### src/rtl/fifo_rd_ctrl_pkg.sv
`default_nettype none
// +----------------------------------------------------------------------+
// | fifo_rd_ctrl_pkg: shared async-FIFO pointer helpers and widths        |
// | Revision: 1.0                                                         |
// +----------------------------------------------------------------------+
package fifo_rd_ctrl_pkg;

    localparam int MAX_PTR_W = 32;

    // Pointers carry one extra wrap bit above the memory address.
    function automatic int ptr_width(input int addr_w);
        return addr_w + 1;
    endfunction

    function automatic logic [MAX_PTR_W-1:0] bin2gray(input logic [MAX_PTR_W-1:0] b);
        return (b >> 1) ^ b;
    endfunction

    // Zero-extended inputs decode identically, so one wide version serves every width.
    function automatic logic [MAX_PTR_W-1:0] gray2bin(input logic [MAX_PTR_W-1:0] g);
        logic [MAX_PTR_W-1:0] b;
        b[MAX_PTR_W-1] = g[MAX_PTR_W-1];
        for (int i = MAX_PTR_W - 2; i >= 0; i--) begin
            b[i] = b[i+1] ^ g[i];
        end
        return b;
    endfunction

endpackage
`default_nettype wire

### src/rtl/fifo_rd_ctrl_if.sv
`default_nettype none
// +----------------------------------------------------------------------+
// | fifo_rd_ctrl_if: read-side request, pointer and status bundle         |
// | Revision: 1.0                                                         |
// +----------------------------------------------------------------------+
interface fifo_rd_ctrl_if
    import fifo_rd_ctrl_pkg::*;
#(
    parameter int ADDR_WIDTH = 5
);
    localparam int PTR_W = ptr_width(ADDR_WIDTH);

    logic                  i_r_inc;
    logic [PTR_W-1:0]      rq2_wptr;
    logic [PTR_W-1:0]      i_ae_thresh;
    logic                  i_clr_uf;
    logic                  o_rd_en;
    logic [ADDR_WIDTH-1:0] o_rd_addr;
    logic [PTR_W-1:0]      o_rptr;
    logic                  o_r_empty;
    logic                  o_r_almost_empty;
    logic [PTR_W-1:0]      o_r_count;
    logic                  o_underflow;

    modport master (
        output i_r_inc, rq2_wptr, i_ae_thresh, i_clr_uf,
        input  o_rd_en, o_rd_addr, o_rptr, o_r_empty, o_r_almost_empty,
               o_r_count, o_underflow
    );

    modport slave (
        input  i_r_inc, rq2_wptr, i_ae_thresh, i_clr_uf,
        output o_rd_en, o_rd_addr, o_rptr, o_r_empty, o_r_almost_empty,
               o_r_count, o_underflow
    );

endinterface
`default_nettype wire

### src/rtl/fifo_rd_ctrl_gray2bin_conv.sv
`default_nettype none
// +----------------------------------------------------------------------+
// | gray2bin_conv: combinational Gray-to-binary decode of WIDTH bits      |
// | Revision: 1.0                                                         |
// +----------------------------------------------------------------------+
module gray2bin_conv
    import fifo_rd_ctrl_pkg::*;
#(
    parameter int WIDTH = 6
) (
    input  wire logic [WIDTH-1:0] gray,
    output logic      [WIDTH-1:0] bin
);

    always_comb begin
        bin = WIDTH'(gray2bin(MAX_PTR_W'(gray)));
    end

endmodule
`default_nettype wire

### src/rtl/fifo_rd_ctrl.sv
`default_nettype none
// +----------------------------------------------------------------------+
// | fifo_rd_ctrl: async-FIFO read pointers, empty/count/almost-empty and  |
// | sticky underflow, all in the read clock domain. Revision: 1.0         |
// +----------------------------------------------------------------------+
module fifo_rd_ctrl
    import fifo_rd_ctrl_pkg::*;
#(
    parameter int DATA_WIDTH = 8,
    parameter int ADDR_WIDTH = 5
) (
    input  wire logic     i_r_clk,
    input  wire logic     i_rst_n,
    fifo_rd_ctrl_if.slave bus
);

    localparam int PTR_W = ptr_width(ADDR_WIDTH);

    if (DATA_WIDTH < 1 || ADDR_WIDTH < 1) begin : g_param_check
        $error("fifo_rd_ctrl: DATA_WIDTH and ADDR_WIDTH must be positive");
    end

    logic             accept;
    logic [PTR_W-1:0] rbin;
    logic [PTR_W-1:0] rbin_nxt;
    logic [PTR_W-1:0] rgray_nxt;
    logic [PTR_W-1:0] wbin;
    logic [PTR_W-1:0] count_nxt;

    gray2bin_conv #(
        .WIDTH (PTR_W)
    ) u_wptr_dec (
        .gray (bus.rq2_wptr),
        .bin  (wbin)
    );

    always_comb begin
        accept    = bus.i_r_inc & ~bus.o_r_empty;
        rbin_nxt  = rbin + {{(PTR_W-1){1'b0}}, accept};
        rgray_nxt = PTR_W'(bin2gray(MAX_PTR_W'(rbin_nxt)));
        // Wraps modulo 2^PTR_W; legal pointer pairs never exceed the depth.
        count_nxt = wbin - rbin_nxt;
    end

    assign bus.o_rd_en   = accept;
    assign bus.o_rd_addr = rbin[ADDR_WIDTH-1:0];

    // Flags are computed from the post-increment pointer so they never lag an accept.
    always_ff @(posedge i_r_clk or negedge i_rst_n) begin
        if (!i_rst_n) begin
            rbin                 <= '0;
            bus.o_rptr           <= '0;
            bus.o_r_empty        <= 1'b1;
            bus.o_r_almost_empty <= 1'b1;
            bus.o_r_count        <= '0;
            bus.o_underflow      <= 1'b0;
        end else begin
            rbin                 <= rbin_nxt;
            bus.o_rptr           <= rgray_nxt;
            bus.o_r_empty        <= (rgray_nxt == bus.rq2_wptr);
            bus.o_r_almost_empty <= (count_nxt <= bus.i_ae_thresh);
            bus.o_r_count        <= count_nxt;
            if (bus.i_r_inc && bus.o_r_empty) begin
                bus.o_underflow <= 1'b1;
            end else if (bus.i_clr_uf) begin
                bus.o_underflow <= 1'b0;
            end
        end
    end

endmodule
`default_nettype wire

### src/flat_wrapper.sv
// flat-port wrapper written by rule: the top's interface ports become plain ports
module fifo_rd_ctrl_flat import fifo_rd_ctrl_pkg::*;
#(
    parameter int DATA_WIDTH = 8,
    parameter int ADDR_WIDTH = 5
)
  (i_r_clk, i_rst_n, bus_i_r_inc, bus_rq2_wptr, bus_i_ae_thresh, bus_i_clr_uf, bus_o_rd_en, bus_o_rd_addr, bus_o_rptr, bus_o_r_empty, bus_o_r_almost_empty, bus_o_r_count, bus_o_underflow);
  fifo_rd_ctrl_if #(.ADDR_WIDTH(ADDR_WIDTH)) bus_i ();
  input  wire logic i_r_clk;
  input  wire logic i_rst_n;
  input wire logic [$bits(bus_i.i_r_inc)-1:0] bus_i_r_inc;
  input wire logic [$bits(bus_i.rq2_wptr)-1:0] bus_rq2_wptr;
  input wire logic [$bits(bus_i.i_ae_thresh)-1:0] bus_i_ae_thresh;
  input wire logic [$bits(bus_i.i_clr_uf)-1:0] bus_i_clr_uf;
  output wire logic [$bits(bus_i.o_rd_en)-1:0] bus_o_rd_en;
  output wire logic [$bits(bus_i.o_rd_addr)-1:0] bus_o_rd_addr;
  output wire logic [$bits(bus_i.o_rptr)-1:0] bus_o_rptr;
  output wire logic [$bits(bus_i.o_r_empty)-1:0] bus_o_r_empty;
  output wire logic [$bits(bus_i.o_r_almost_empty)-1:0] bus_o_r_almost_empty;
  output wire logic [$bits(bus_i.o_r_count)-1:0] bus_o_r_count;
  output wire logic [$bits(bus_i.o_underflow)-1:0] bus_o_underflow;
  assign bus_i.i_r_inc = bus_i_r_inc;
  assign bus_i.rq2_wptr = bus_rq2_wptr;
  assign bus_i.i_ae_thresh = bus_i_ae_thresh;
  assign bus_i.i_clr_uf = bus_i_clr_uf;
  assign bus_o_rd_en = bus_i.o_rd_en;
  assign bus_o_rd_addr = bus_i.o_rd_addr;
  assign bus_o_rptr = bus_i.o_rptr;
  assign bus_o_r_empty = bus_i.o_r_empty;
  assign bus_o_r_almost_empty = bus_i.o_r_almost_empty;
  assign bus_o_r_count = bus_i.o_r_count;
  assign bus_o_underflow = bus_i.o_underflow;
  fifo_rd_ctrl #(.DATA_WIDTH(DATA_WIDTH), .ADDR_WIDTH(ADDR_WIDTH)) u_core (.i_r_clk(i_r_clk), .i_rst_n(i_rst_n), .bus(bus_i));
endmodule
### config.mk
export PLATFORM = sky130hd
export DESIGN_NAME = fifo_rd_ctrl_flat
export DESIGN_NICKNAME = d
export VERILOG_FILES = /design/src/rtl/fifo_rd_ctrl_pkg.sv /design/src/rtl/fifo_rd_ctrl_if.sv /design/src/rtl/fifo_rd_ctrl_gray2bin_conv.sv /design/src/rtl/fifo_rd_ctrl.sv /design/src/flat_wrapper.sv
export SDC_FILE = /design/constraint.sdc
export NUM_CORES = 1
export LEC_CHECK = 0
export CAP_MARGIN = 25
export CORE_MARGIN = 8
export CORE_UTILIZATION = 50
export CTS_CLUSTER_SIZE = 16
export DETAILED_ROUTE_END_ITERATION = 10
export PLACE_DENSITY_LB_ADDON = 0.1
export SLEW_MARGIN = 5
export SYNTH_ARGS = -nofsm -noshare
export SYNTH_HDL_FRONTEND = slang
export SYNTH_SLANG_ARGS = --single-unit
export TNS_END_PERCENT = 5
### constraint.sdc
create_clock -name i_r_clk -period 4.98 [get_ports i_r_clk]
set_input_delay 0.996 -clock i_r_clk [delete_from_list [all_inputs] [get_ports i_r_clk]]
set_output_delay 0.996 -clock i_r_clk [all_outputs]
set_load 0.01 [all_outputs]
# Yosys cells after proc, flatten, opt, wreduce, memory -nomap -nowiden
# Index checks and enable logic that the tools add are counted.
[word_totals]
ff_bits = 21
in_bits = 16
output_inout_bits = 21
word_cells = 22
[op_classes]
add_sub_neg = 2
n_lt_le_gt_ge = 1
n_eq_ne = 1
muxes = 2
bitwise = 8
n_reduce_logical = 2
[op_table]
columns = ["op", "count"]
rows = [
  ["$add 6x1->6", 1],
  ["$eq 6x6->1", 1],
  ["$le 6x6->1", 1],
  ["$sub 6x6->6", 1],
  ["$xor 5x6->6", 1],
  ["$xor 1x1->1", 5],
  ["$mux 1", 2],
  ["$reduce_bool 2->1", 1],
  ["$and 1x1->1", 1],
  ["$logic_and 1x1->1", 1],
  ["$not 1->1", 1],
]

# Depth between registers and ports, before layout
# Gate-level depths: netlist (run 1).
[depth]
depth_word = 7
depth_mapped = 16
depth_no_buf = 15

# By module
# A second synthesis (run 1) with hierarchy kept.
[unflattened]
hier_cells = 102
hier_area_um2 = 1179.9
[modules_own_cells]
columns = ["module", "n_inst", "cells_each", "area_each_um2", "seq_area_each_um2"]
rows = [
  ["fifo_rd_ctrl", 1, 94, 1087.3, 503.0],
  ["gray2bin_conv", 1, 8, 92.6, 0.0],
]

# Least setup slack after synthesis (run 1)
# Ideal clock, no wire load.
[synth_timing]
path_kind = "input to register"
start = "input bus_rq2_wptr[4]"
end = "register u_core.bus.o_r_almost_empty"
setup_time_ps = 77
t_arrival_ps = 4072
t_required_ps = 4903
slack_ps = 831
stages = 16
cell_sequence = "clkbuf_2 > xor2_1 > xnor2_1 > xor2_1 > xor2_1 > xor2_1 > ha_1 > fa_1 > inv_1 > a21oi_1 > maj3_1 > xnor2_1 > ha_1 > o21a_1 > o21a_1 > o22ai_1"
[synth_between]
elab_chain_cells = 7
[synth_lines]
columns = ["item", "line", "rtl"]
rows = [
  ["start, declared", "flat_wrapper.sv:12", "input wire logic [$bits(bus_i.rq2_wptr)-1:0] bus_rq2_wptr;"],
  ["$xor 1x1->1 (*)", "fifo_rd_ctrl_pkg.sv:24", "b[i] = b[i+1] ^ g[i];"],
  ["$xor 1x1->1 (4 in a row)", "fifo_rd_ctrl_pkg.sv:24", ""],
  ["$sub 6x6->6 (*)", "fifo_rd_ctrl.sv:42", "count_nxt = wbin - rbin_nxt;"],
  ["via u_core.count_nxt[4]", "fifo_rd_ctrl.sv:28", "logic [PTR_W-1:0] count_nxt;"],
  ["$le 6x6->1 (*)", "fifo_rd_ctrl.sv:61", "bus.o_r_almost_empty <= (count_nxt <= bus.i_ae_thresh);"],
  ["end signal, assigned", "fifo_rd_ctrl.sv:61", ""],
  ["end, declared", "fifo_rd_ctrl_if.sv:33", "output o_rd_en, o_rd_addr, o_rptr, o_r_empty, o_r_almost_empty,"],
]
# The timed path passes the listed nets; every way through them passes the cells marked *.
# A chain may end at the register's enable or synchronous reset.

# Worst setup path after layout (run 1)
# Ends and elaborated chain as after synthesis.

==> results of run 1 <==
==> power by group <==
part	total, mW	switching, mW	internal [mW]	leakage [nW]
registers	0.328	0.0744	0.254	0.236
logic	0.924	0.455	0.469	0.541
clock network	0.0743	0.0432	0.0312	0.0150
==> sequential cells by signal (all words and copies together), names as in the netlist <==
name and count:
u_core.bus.o_r_almost_empty 1, u_core.bus.o_r_empty 1, u_core.rbin 5, u_core.bus.o_r_count 6
u_core.bus.o_rptr 6, u_core.bus.o_underflow 1
==> critical path, stage by stage <==
cell and delay [ns]:
clkdlybuf4s50_1 0.61, xor2_1 0.26, xnor2_1 0.23, xor2_1 0.25, xor2_1 0.25, xor2_1 0.10, ha_1 0.24, fa_1 0.41
inv_1 0.07, a21oi_1 0.06, maj3_1 0.37, xnor2_1 0.20, ha_1 0.28, o21a_1 0.12, o21a_1 0.17, o22ai_1 0.13
==> logic make-up after synthesis <==
logic type	Yosys count
simple gates	34
compound gates	31
buf+inv	26
xor+xnor	23
flops	20
fa+ha+maj	15
==> path summary, 6_finish.rpt <==
check / from / end / slack, ns / cells after the start
worst max-delay path: bus_rq2_wptr[4] / u_core.bus.o_r_almost_empty$_DFF_PN1_ / 0.46 / 16
worst min-delay path: u_core.bus.o_r_empty$_DFF_PN1_ / u_core.bus.o_underflow$_DFFE_PN0P_ / 0.54 / 2
worst max register to register: u_core.bus.o_r_empty$_DFF_PN1_ / u_core.bus.o_r_almost_empty$_DFF_PN1_ / 1.63 / 14
worst min register to register: u_core.bus.o_r_empty$_DFF_PN1_ / u_core.bus.o_underflow$_DFFE_PN0P_ / 0.54 / 2
max in group asynchronous: i_rst_n / u_core.bus.o_rptr[3]$_DFF_PN0_ / 3.26 / 1
min in group asynchronous: i_rst_n / u_core.bus.o_r_count[5]$_DFF_PN0_ / 1.19 / 1
==> per-stage QoR <==
stage,std cells,power [mW],worst slack (ns),cell area (µm²)
after floorplan,149,0.9524,0.8305,1394
after global placement,211,1.239,0.2933,1770
after detailed placement,211,1.265,0.1572,1770
after CTS,215,1.346,0.4504,1797
after global routing,215,1.465,0.2127,1797
final,215,1.327,0.4600,1797
==> cells in the mapped netlist (all sizes together), types with 3 or more instances <==
cell type	instances
o21a	4
buf	3
o21ai	10
nand2	9
a21oi	8
nor2b	3
xnor2	12
clkbuf	4
nor3	3
xor2	11
dfrtp	18
nor2	6
inv	19
ha	12
==> routing by layer <==
| layer | vias up | wire [µm] |
|---|---|---|
| li1 | 563 | - |
| met1 | 526 | 1330 |
| met2 | 27 | 1446 |
| met3 | 6 | 260 |
| met4 | 0 | 26 |
| met5 | - | 0 |
==> cell type report <==
type / instances / area (µm²) / share of cell area (%)
clock buffers: 4 / 26.28 / 1.462
multi-input cells: 103 / 782.0 / 43.52
well taps: 31 / 38.79 / 2.159
repair buffers: 38 / 375.4 / 20.89
inverters: 19 / 71.32 / 3.969
flip-flops and latches: 20 / 503.0 / 27.99
==> results_dict.tcl, run 1 <==
set metrics [dict create \
    syn_area_um2 1394 \
    met3_usage_pct 5.654 \
    fin_nets 214 \
    die_area_um2 4733 \
    endpoint_kind "flip-flop" \
    busiest_layer "met2" \
    worst_clock_skew_ns 0.002252 \
    setup_viol 0 \
    antenna_found_initial 0 \
    n_fill_cell 241 \
    synth_top_area_share_pct 32.32 \
    wl_per_cell_um 14.25 \
    postRouteAntennaNets 0 \
    cts_hold_buf 0 \
    layout_commonest_cell "clkdlybuf4s50_1" \
    std_cell_rows 19 \
    drt-total-wl_um 3064 \
    grt_pass1_vias 1123 \
    final_layout_size_suffix_gt1_share_pct 6.522 \
    n_antenna_cell 0 \
    max_slew_margin_pct 42.21 \
    hold_class "flip-flop to flip-flop" \
    fmax_mhz 221.2 \
    worstPathRequired_ns 5.20 \
    ys_ff_latch 20 \
    synth_xor_area_share_pct 15.53 \
    synthMuxAreaShare_pct 0 \
    tns_ns 0 \
    grt_pass1_wl_um 5147 \
    coreArea_um2 2710 \
    finalHoldViolCount 0 \
    post-route-util_pct 66.30 \
    yosysUniqueCellTypes 39 \
    grtUsageMet2_pct 23.58 \
    synthCells 149 \
    ioPinCount 37 \
    via_per_inst 5.219 \
    place.port_buffers 36 \
    dp.final_hpwl_um 2569 \
    vias 1122 \
    cts_resized 0 \
    drtIter0Drc 89 \
    synthToLayoutAreaGrowth_pct 28.90 \
    yosysSeqAreaShare_pct 36.09 \
    cts-buffers-inserted 3 \
    clk_pin_slew_ns 0.09 \
    final_cell_mix "clkdlybuf4s50_1, inv_1, dfrtp_1" \
    min_period_over_period_pct 90.76 \
    ir_drop_uv 524.9 \
    path_class "input port to flip-flop" \
    powerDensity_nw_per_um2 738.6 \
    ys_async_sr_fraction_pct 100.0 \
    drv_cap 0 \
    place.gp.congestion 0.8614 \
    grt_max_degree 21 \
    synth_compound_area_share_pct 14.27 \
    htreeDepth 1 \
    synth_top_flop_cell "dfrtp_1" \
    postCtsSetupRepairBufs 0 \
    use_met1_pct 16.99 \
    drt_first_pass_iters 4 \
    synth_top_family_by_area "XOR/XNOR gates" \
    cts_tree "done" \
    power_leakage_nw 0.7919 \
    rsz0062_at_grt "false" \
    synth-simple-area-share_pct 12.66 \
    drv_slew 0 \
    status "completed" \
    grt_usage_pct 14.22 \
    dieWidth_um 68.80 \
    cp_max_fo 7 \
    clkLatencyLatePin_ns 0.29 \
    synth_fa_ha_area_share_pct 13.64 \
    dieHeight_um 68.80 \
    start_kind "input port" \
    grt-ovfl-total 0 \
    synth_top_area_cell "dfrtp_1" \
    synthTopCellsByArea "dfrtp_1, ha_1, xnor2_1" \
    post-route-min-period_ns 4.520 \
    avgSynthCellArea_um2 9.355 \
    arrival_ns 4.74 \
    clockBufferDepth 2 \
    cts.sinks 20 \
    route.detailed.drc 0 \
    timing.hold.ws_ns 0.5432 \
    start_util_pct 51.43 \
    synth-edff-count 0 \
    worstMarginPinSlew_ns 0.8641 \
    synth_fp_nets 178 \
    cts-root-buf "clkbuf_4" \
    synth_warnings 0 \
]
No activity file was read; power rests on OpenSTA's default activity.
==> run 2, diff against run 1 <==
ABC_AREA = 1   (was unset)
HOLD_SLACK_MARGIN = 0.12   (was unset)
SYNTH_HIERARCHICAL = 1   (was unset)
==> results_dict.tcl, run 2 <==
set metrics [dict create \
    critPathMostFrequentCell "nand2_1" \
    clockBufferDepth 2 \
    r2r-end "u_core/bus.o_r_almost_empty$_DFF_PN1_" \
    min_period_over_period_pct 77.98 \
    p_int_uw 643.7 \
    pwr-share-comb_pct 66.2 \
    synth-edff-count 0 \
    synthToLayoutAreaGrowth_pct 28.87 \
    yosysUniqueCellTypes 27 \
    place.gp.congestion 0.8029 \
    start_util_pct 50.93 \
    synthCells 197 \
    htreeDepth 1 \
    clkLatencyLatePin_ns 0.30 \
    cp_max_fo 6 \
    drtIter0Drc 54 \
    via_per_inst 5.093 \
    post-route-min-period_ns 3.883 \
    synth_top_flop_cell "dfrtp_1" \
    postCtsSetupRepairBufs 0 \
    ir_drop_uv 320.9 \
    finalHoldViolCount 0 \
    wl_per_cell_um 12.64 \
    whs_path_depth 2 \
    cts-root-buf "clkbuf_4" \
    rsz0062_at_grt "false" \
    antenna_found_initial 0 \
    switching_share_pct 45.55 \
    cp_slowest_cell "clkdlybuf4s50_1" \
    crit_chain "clkdlybuf4s50_1 > inv_1 > nor2_1 > ha_1 > ha_1 > inv_1 > ha_1 > a21o_1 > nand2_1 > nand2_1 > nand3_1 > nand2_1 > nand3_1 > nand2_1 > ha_1 > nand2_1 > inv_1 > nand3_1 > o211ai_1 > o21ai_0" \
    grt_max_degree 21 \
    drv_cap 0 \
    cts_tree "done" \
    syn_area_um2 1504 \
    place_ws_ns 0.8031 \
    grt-ovfl-total 0 \
    fmax_mhz 257.5 \
    die_area_um2 5019 \
    dp.final_hpwl_um 2779 \
    n_antenna_cell 0 \
    setup_slack_ns 1.097 \
    drt_first_pass_iters 4 \
    yosysMostFrequentCell "nand2_1" \
    hold_path_startpoint "u_core/bus.o_underflow$_DFFE_PN0P_" \
    sequentialPowerShare_pct 25.7 \
    p_sw_uw 538.4 \
    fin_nets 264 \
    std_cell_rows 20 \
    p_clk_share_pct 8.0 \
    reg2reg_from "u_core/bus.o_r_empty$_DFF_PN1_" \
    place.port_buffers 36 \
    powerDensity_nw_per_um2 609.9 \
    postRouteAntennaNets 0 \
    endpoint_kind "flip-flop" \
    max_slew_margin_pct 73.56 \
    synth_warnings 6 \
    critPathMaxStageDelay_ns 0.47 \
    rr_worst_depth 18 \
    grt_usage_pct 14.61 \
    synth_top_area_share_pct 29.95 \
    grt_pass1_wl_um 6058 \
    worst_clock_skew_ns 0.01135 \
    ys_async_sr_fraction_pct 100.0 \
    final_cell_mix "nand2_1, clkdlybuf4s50_1, inv_1" \
    coreArea_um2 2953 \
    dieHeight_um 70.85 \
    path_class "input port to flip-flop" \
    yosysSeqAreaShare_pct 33.44 \
    worstPathRequired_ns 5.22 \
    cts_hold_buf 0 \
    dieWidth_um 70.85 \
    ioPinCount 37 \
    layout_commonest_cell "nand2_1" \
    route.detailed.drc 0 \
    hold_end "u_core/bus.o_underflow$_DFFE_PN0P_" \
    synthTopCellsByArea "dfrtp_1, nand2_1, inv_1" \
    power_leakage_nw 1.023 \
    synth_fp_nets 224 \
    hold_class "flip-flop to flip-flop" \
    cts-buffers-inserted 3 \
    tns_ns 0 \
    worstMarginPinSlew_ns 0.3966 \
    vias 1370 \
    clk_pin_slew_ns 0.12 \
    drv_slew 0 \
    synth_top_area_cell "dfrtp_1" \
    avgSynthCellArea_um2 7.634 \
    drt-total-wl_um 3399 \
    final_layout_size_suffix_gt1_share_pct 13.98 \
    status "completed" \
    start_kind "input port" \
    arrival_ns 4.12 \
    setup_viol 0 \
    grt_pass1_vias 1381 \
    netlist_top_cells_count "nand2_1, inv_1, nand3_1" \
    cts_resized 0 \
    reg_top3 "u_core/bus.o_r_count (6), u_core/bus.o_rptr (6), u_core/rbin (5)" \
    cts.sinks 20 \
    regToRegSetupSlack_ns 1.83 \
    ys_ff_latch 20 \
]
==> run 2: cell types whose count changed after synthesis, sizes merged, moves of 5 or more <==
cell,change
a21oi,-5
o21ai,-7
nand2,+58
xnor2,-10
inv,+19
nand3,+29
xor2,-7
==> run 2: cell type report <==
cell class	count	area (µm²)
fillers	260	1015
well taps	33	41.29
inverters	38	142.6
repair buffers	37	375.4
clock buffers	4	36.28
multi-input cells	137	839.6
flip-flops and latches	20	503.0
==> run 2: routing by layer <==
metal | share of wire (%) | GRT usage (%)
met5 | 0 | 0
met4 | 1.1 | 6.467
met2 | 48 | 24.10
met3 | 5.9 | 2.684
met1 | 45 | 18.02
==> run 2: power by group through the flow <==
| stage | Clock, mW | Sequential (mW) | Combinational [mW] |
|---|---|---|---|
| after detailed placement | 0 | 0.308 | 0.784 |
| after global routing | 0.108 | 0.313 | 0.897 |
| after global placement | 0 | 0.304 | 0.757 |
| after floorplan | 0 | 0.332 | 0.478 |
| after CTS | 0.0983 | 0.305 | 0.787 |
| final | 0.0949 | 0.304 | 0.783 |
==> run 2: cells by family (layout without fill, tap and decap cells) <==
logic type / after synthesis / in the layout / synth area share [%]
AOI/OAI and AO/OA: 8 / 8 / 2.995
buffers and inverters: 40 / 79 / 10.73
and+or+nand+nor: 112 / 112 / 39.18
adders and majority gates: 11 / 11 / 9.651
xor gates and xnor gates: 6 / 6 / 3.994
DFF: 20 / 20 / 33.44
==> run 2: critical path, delay by kind of cell <==
kind / cells / cell delay [ns]
buf+inv: 4 / 0.72
fa+ha+maj: 4 / 1.24
simple gates: 9 / 0.69
compound gates: 3 / 0.46
==> run 2: metrics by stage <==
step	power (mW)	area, µm²	instances	utilization, %	hold WS [ns]
CTS	1.190	1923	268	65.13	0.5324
global route	1.318	1938	269	65.64	0.6128
finish	1.182	1938	269	65.64	0.5273
floorplan	0.8106	1504	197	-	0.5222
detailed placement	1.092	1887	264	63.90	0.5144
global placement	1.061	1887	264	63.90	0.5187
==> run 2: worst max path at each step <==
| stage | start | to | slack [ns] | depth (start not counted) |
|---|---|---|---|---|
| 3_3_place_gp | bus_i_r_inc | u_core/bus.o_r_almost_empty$_DFF_PN1_ | 0.85 | 20 |
| 6_report | bus_i_r_inc | u_core/bus.o_r_almost_empty$_DFF_PN1_ | 1.10 | 20 |
| 5_1_grt | bus_i_r_inc | u_core/bus.o_r_almost_empty$_DFF_PN1_ | 0.70 | 20 |
| 3_5_place_dp | bus_i_r_inc | u_core/bus.o_r_almost_empty$_DFF_PN1_ | 0.80 | 20 |
| 2_1_floorplan | bus_i_r_inc | u_core/bus.o_r_almost_empty$_DFF_PN1_ | 1.49 | 19 |
| 4_1_cts | bus_i_r_inc | u_core/bus.o_r_almost_empty$_DFF_PN1_ | 1.12 | 20 |
==> run 3, diff against run 2 <==
CORE_UTILIZATION = 49   (was 50)
clock period = 3.9 ns   (was 4.98 ns; I/O delays follow)
==> results_dict.tcl, run 3 (synthesis gave the netlist of run 2 again) <==
set metrics [dict create \
    via_per_inst 5.000 \
    post-route-min-period_ns 3.566 \
    clk_pin_slew_ns 0.12 \
    postCtsSetupRepairBufs 0 \
    clkLatencyLatePin_ns 0.30 \
    power_leakage_nw 1.040 \
    setup_viol 0 \
    place.port_buffers 36 \
    ioPinCount 37 \
    dieWidth_um 71.40 \
    drtIter0Drc 27 \
    dp.cells 266 \
    rsz0062_at_grt "false" \
    stdcell_count 271 \
    dieHeight_um 71.40 \
    cp_slowest_cell "clkdlybuf4s50_1" \
    worstPathRequired_ns 4.13 \
    synthToLayoutAreaGrowth_pct 30.95 \
    fin_nets 266 \
    place_ws_ns 0.04878 \
    top_layer_used "met4" \
    drv_cap 0 \
    cts_hold_buf 0 \
    ir_drop_uv 415.1 \
    clockBufferDepth 2 \
    postRouteAntennaNets 0 \
    wl_met2_um 1608 \
    dr_wl_met3_um 187 \
    finalHoldViolCount 0 \
    cpLargestDelayFamily "buffers and inverters" \
    n_antenna_cell 0 \
    drt_first_pass_iters 4 \
    vias 1355 \
    worst_clock_skew_ns 0.004179 \
    htreeDepth 1 \
    grt_pass1_vias 1321 \
    crit_chain "clkdlybuf4s50_1 > inv_2 > nand2_2 > nand3_4 > nand3_1 > nand3_1 > nand3_1 > nand2_1 > inv_1 > ha_1 > inv_1 > fa_1 > a21oi_1 > nand2_1 > nand2_1 > xor2_1 > ha_1 > nand2_1 > inv_1 > o21ai_0 > o211ai_1 > o21ai_0" \
    worstPathBufferInverterCount 5 \
    fmax_mhz 280.4 \
    wl_per_cell_um 12.41 \
    std_cell_rows 20 \
    die_area_um2 5098 \
    layout_commonest_cell "nand2_1" \
    setup_slack_ns 0.3336 \
    final_cell_mix "nand2_1, clkdlybuf4s50_1, inv_1" \
    dp.final_hpwl_um 2769 \
    cp_max_fo 5 \
    critPathMostFrequentCell "nand2_1" \
    route.detailed.drc 0 \
    antenna_found_initial 0 \
    max_slew_margin_pct 74.09 \
    status "completed" \
    cts_tree "done" \
    drt-met1-wl_um 1529 \
    endpoint_kind "flip-flop" \
    cts.sinks 20 \
    path_class "input port to flip-flop" \
    cts-root-buf "clkbuf_4" \
    worstMarginPinSlew_ns 0.3886 \
    cts-buffers-inserted 3 \
    start_util_pct 50.50 \
    power.total_mw 1.561 \
    start_kind "input port" \
    drt-total-wl_um 3362 \
    tns_ns 0 \
    drv_slew 0 \
    min_period_over_period_pct 91.45 \
    reg_top3 "u_core/bus.o_r_count (6), u_core/bus.o_rptr (6), u_core/rbin (5)" \
    grt_max_degree 21 \
    cts_resized 0 \
    grt_usage_pct 13.74 \
    critPathMaxStageDelay_ns 0.57 \
    arrival_ns 3.80 \
    grt_pass1_wl_um 5768 \
    final_layout_size_suffix_gt1_share_pct 14.71 \
    place.gp.congestion 0.7963 \
    grt-ovfl-total 0 \
    hold_class "flip-flop to flip-flop" \
    powerDensity_nw_per_um2 792.8 \
    coreArea_um2 2978 \
]
[run 3: worst reg2reg max path, stage by stage, from the launching register on]
cell and delay (ns):
dfstp_2 0.56, nor2_1 0.06, ha_1 0.19, ha_1 0.33
inv_1 0.11, ha_1 0.31, a21o_1 0.19, nand2_1 0.08
nand2_1 0.05, nand3_1 0.08, nand2_1 0.08, nand3_1 0.09
nand2_1 0.08, ha_1 0.30, nand2_1 0.08, inv_1 0.07
nand3_1 0.06, o211ai_1 0.16, o21ai_0 0.11
[run 3: metrics by stage]
stage | util, % | hold slack (ns) | area [µm²]
2_1_floorplan | - | 0.4844 | 1504
3_3_place_gp | 63.87 | 0.5195 | 1902
3_5_place_dp | 63.87 | 0.5166 | 1902
4_1_cts | 65.63 | 0.5377 | 1954
5_1_grt | 66.13 | 0.5536 | 1969
6_report | 66.13 | 0.5372 | 1969
[run 3: final cells by class]
| type | instances | area [µm²] |
|---|---|---|
| Tap cell | 33 | 41.29 |
| Fill cell | 266 | 1008 |
| Sequential cell | 20 | 503.0 |
| Clock inverter | 1 | 30.03 |
| Multi-Input combinational cell | 137 | 839.6 |
| Clock buffer | 3 | 22.52 |
| Timing Repair Buffer | 39 | 390.4 |
| Inverter | 38 | 142.6 |
[run 3: power by group]
group	internal [mW]	leakage (nW)	switching (mW)	total [mW]
Sequential	0.315	0.239	0.0693	0.384
Combinational	0.455	0.773	0.550	1.01
Clock	0.104	0.0279	0.0678	0.172
Total	0.874	1.04	0.688	1.56
[run 3: metal layers]
metal | vias up | track usage (%)
li1 | 696 | -
met1 | 622 | 15.81
met2 | 33 | 24.49
met3 | 4 | 3.487
met4 | 0 | 3.464
met5 | - | 0
[run 3: path summary, 6_finish.rpt]
check                      slack, ns                            from  cells after the start                               endpoint
setup / recovery                0.33                 bus_rq2_wptr[4]                     22  u_core/bus.o_r_almost_empty$_DFF_PN1_
hold / removal                  0.54  u_core/bus.o_r_empty$_DFF_PN1_                      2     u_core/bus.o_underflow$_DFFE_PN0P_
setup reg to reg                0.85  u_core/bus.o_r_empty$_DFF_PN1_                     18  u_core/bus.o_r_almost_empty$_DFF_PN1_
hold reg to reg                 0.54  u_core/bus.o_r_empty$_DFF_PN1_                      2     u_core/bus.o_underflow$_DFFE_PN0P_
max in group asynchronous       2.84                         i_rst_n                      2         u_core/bus.o_r_empty$_DFF_PN1_
min in group asynchronous       0.64                         i_rst_n                      1     u_core/bus.o_underflow$_DFFE_PN0P_
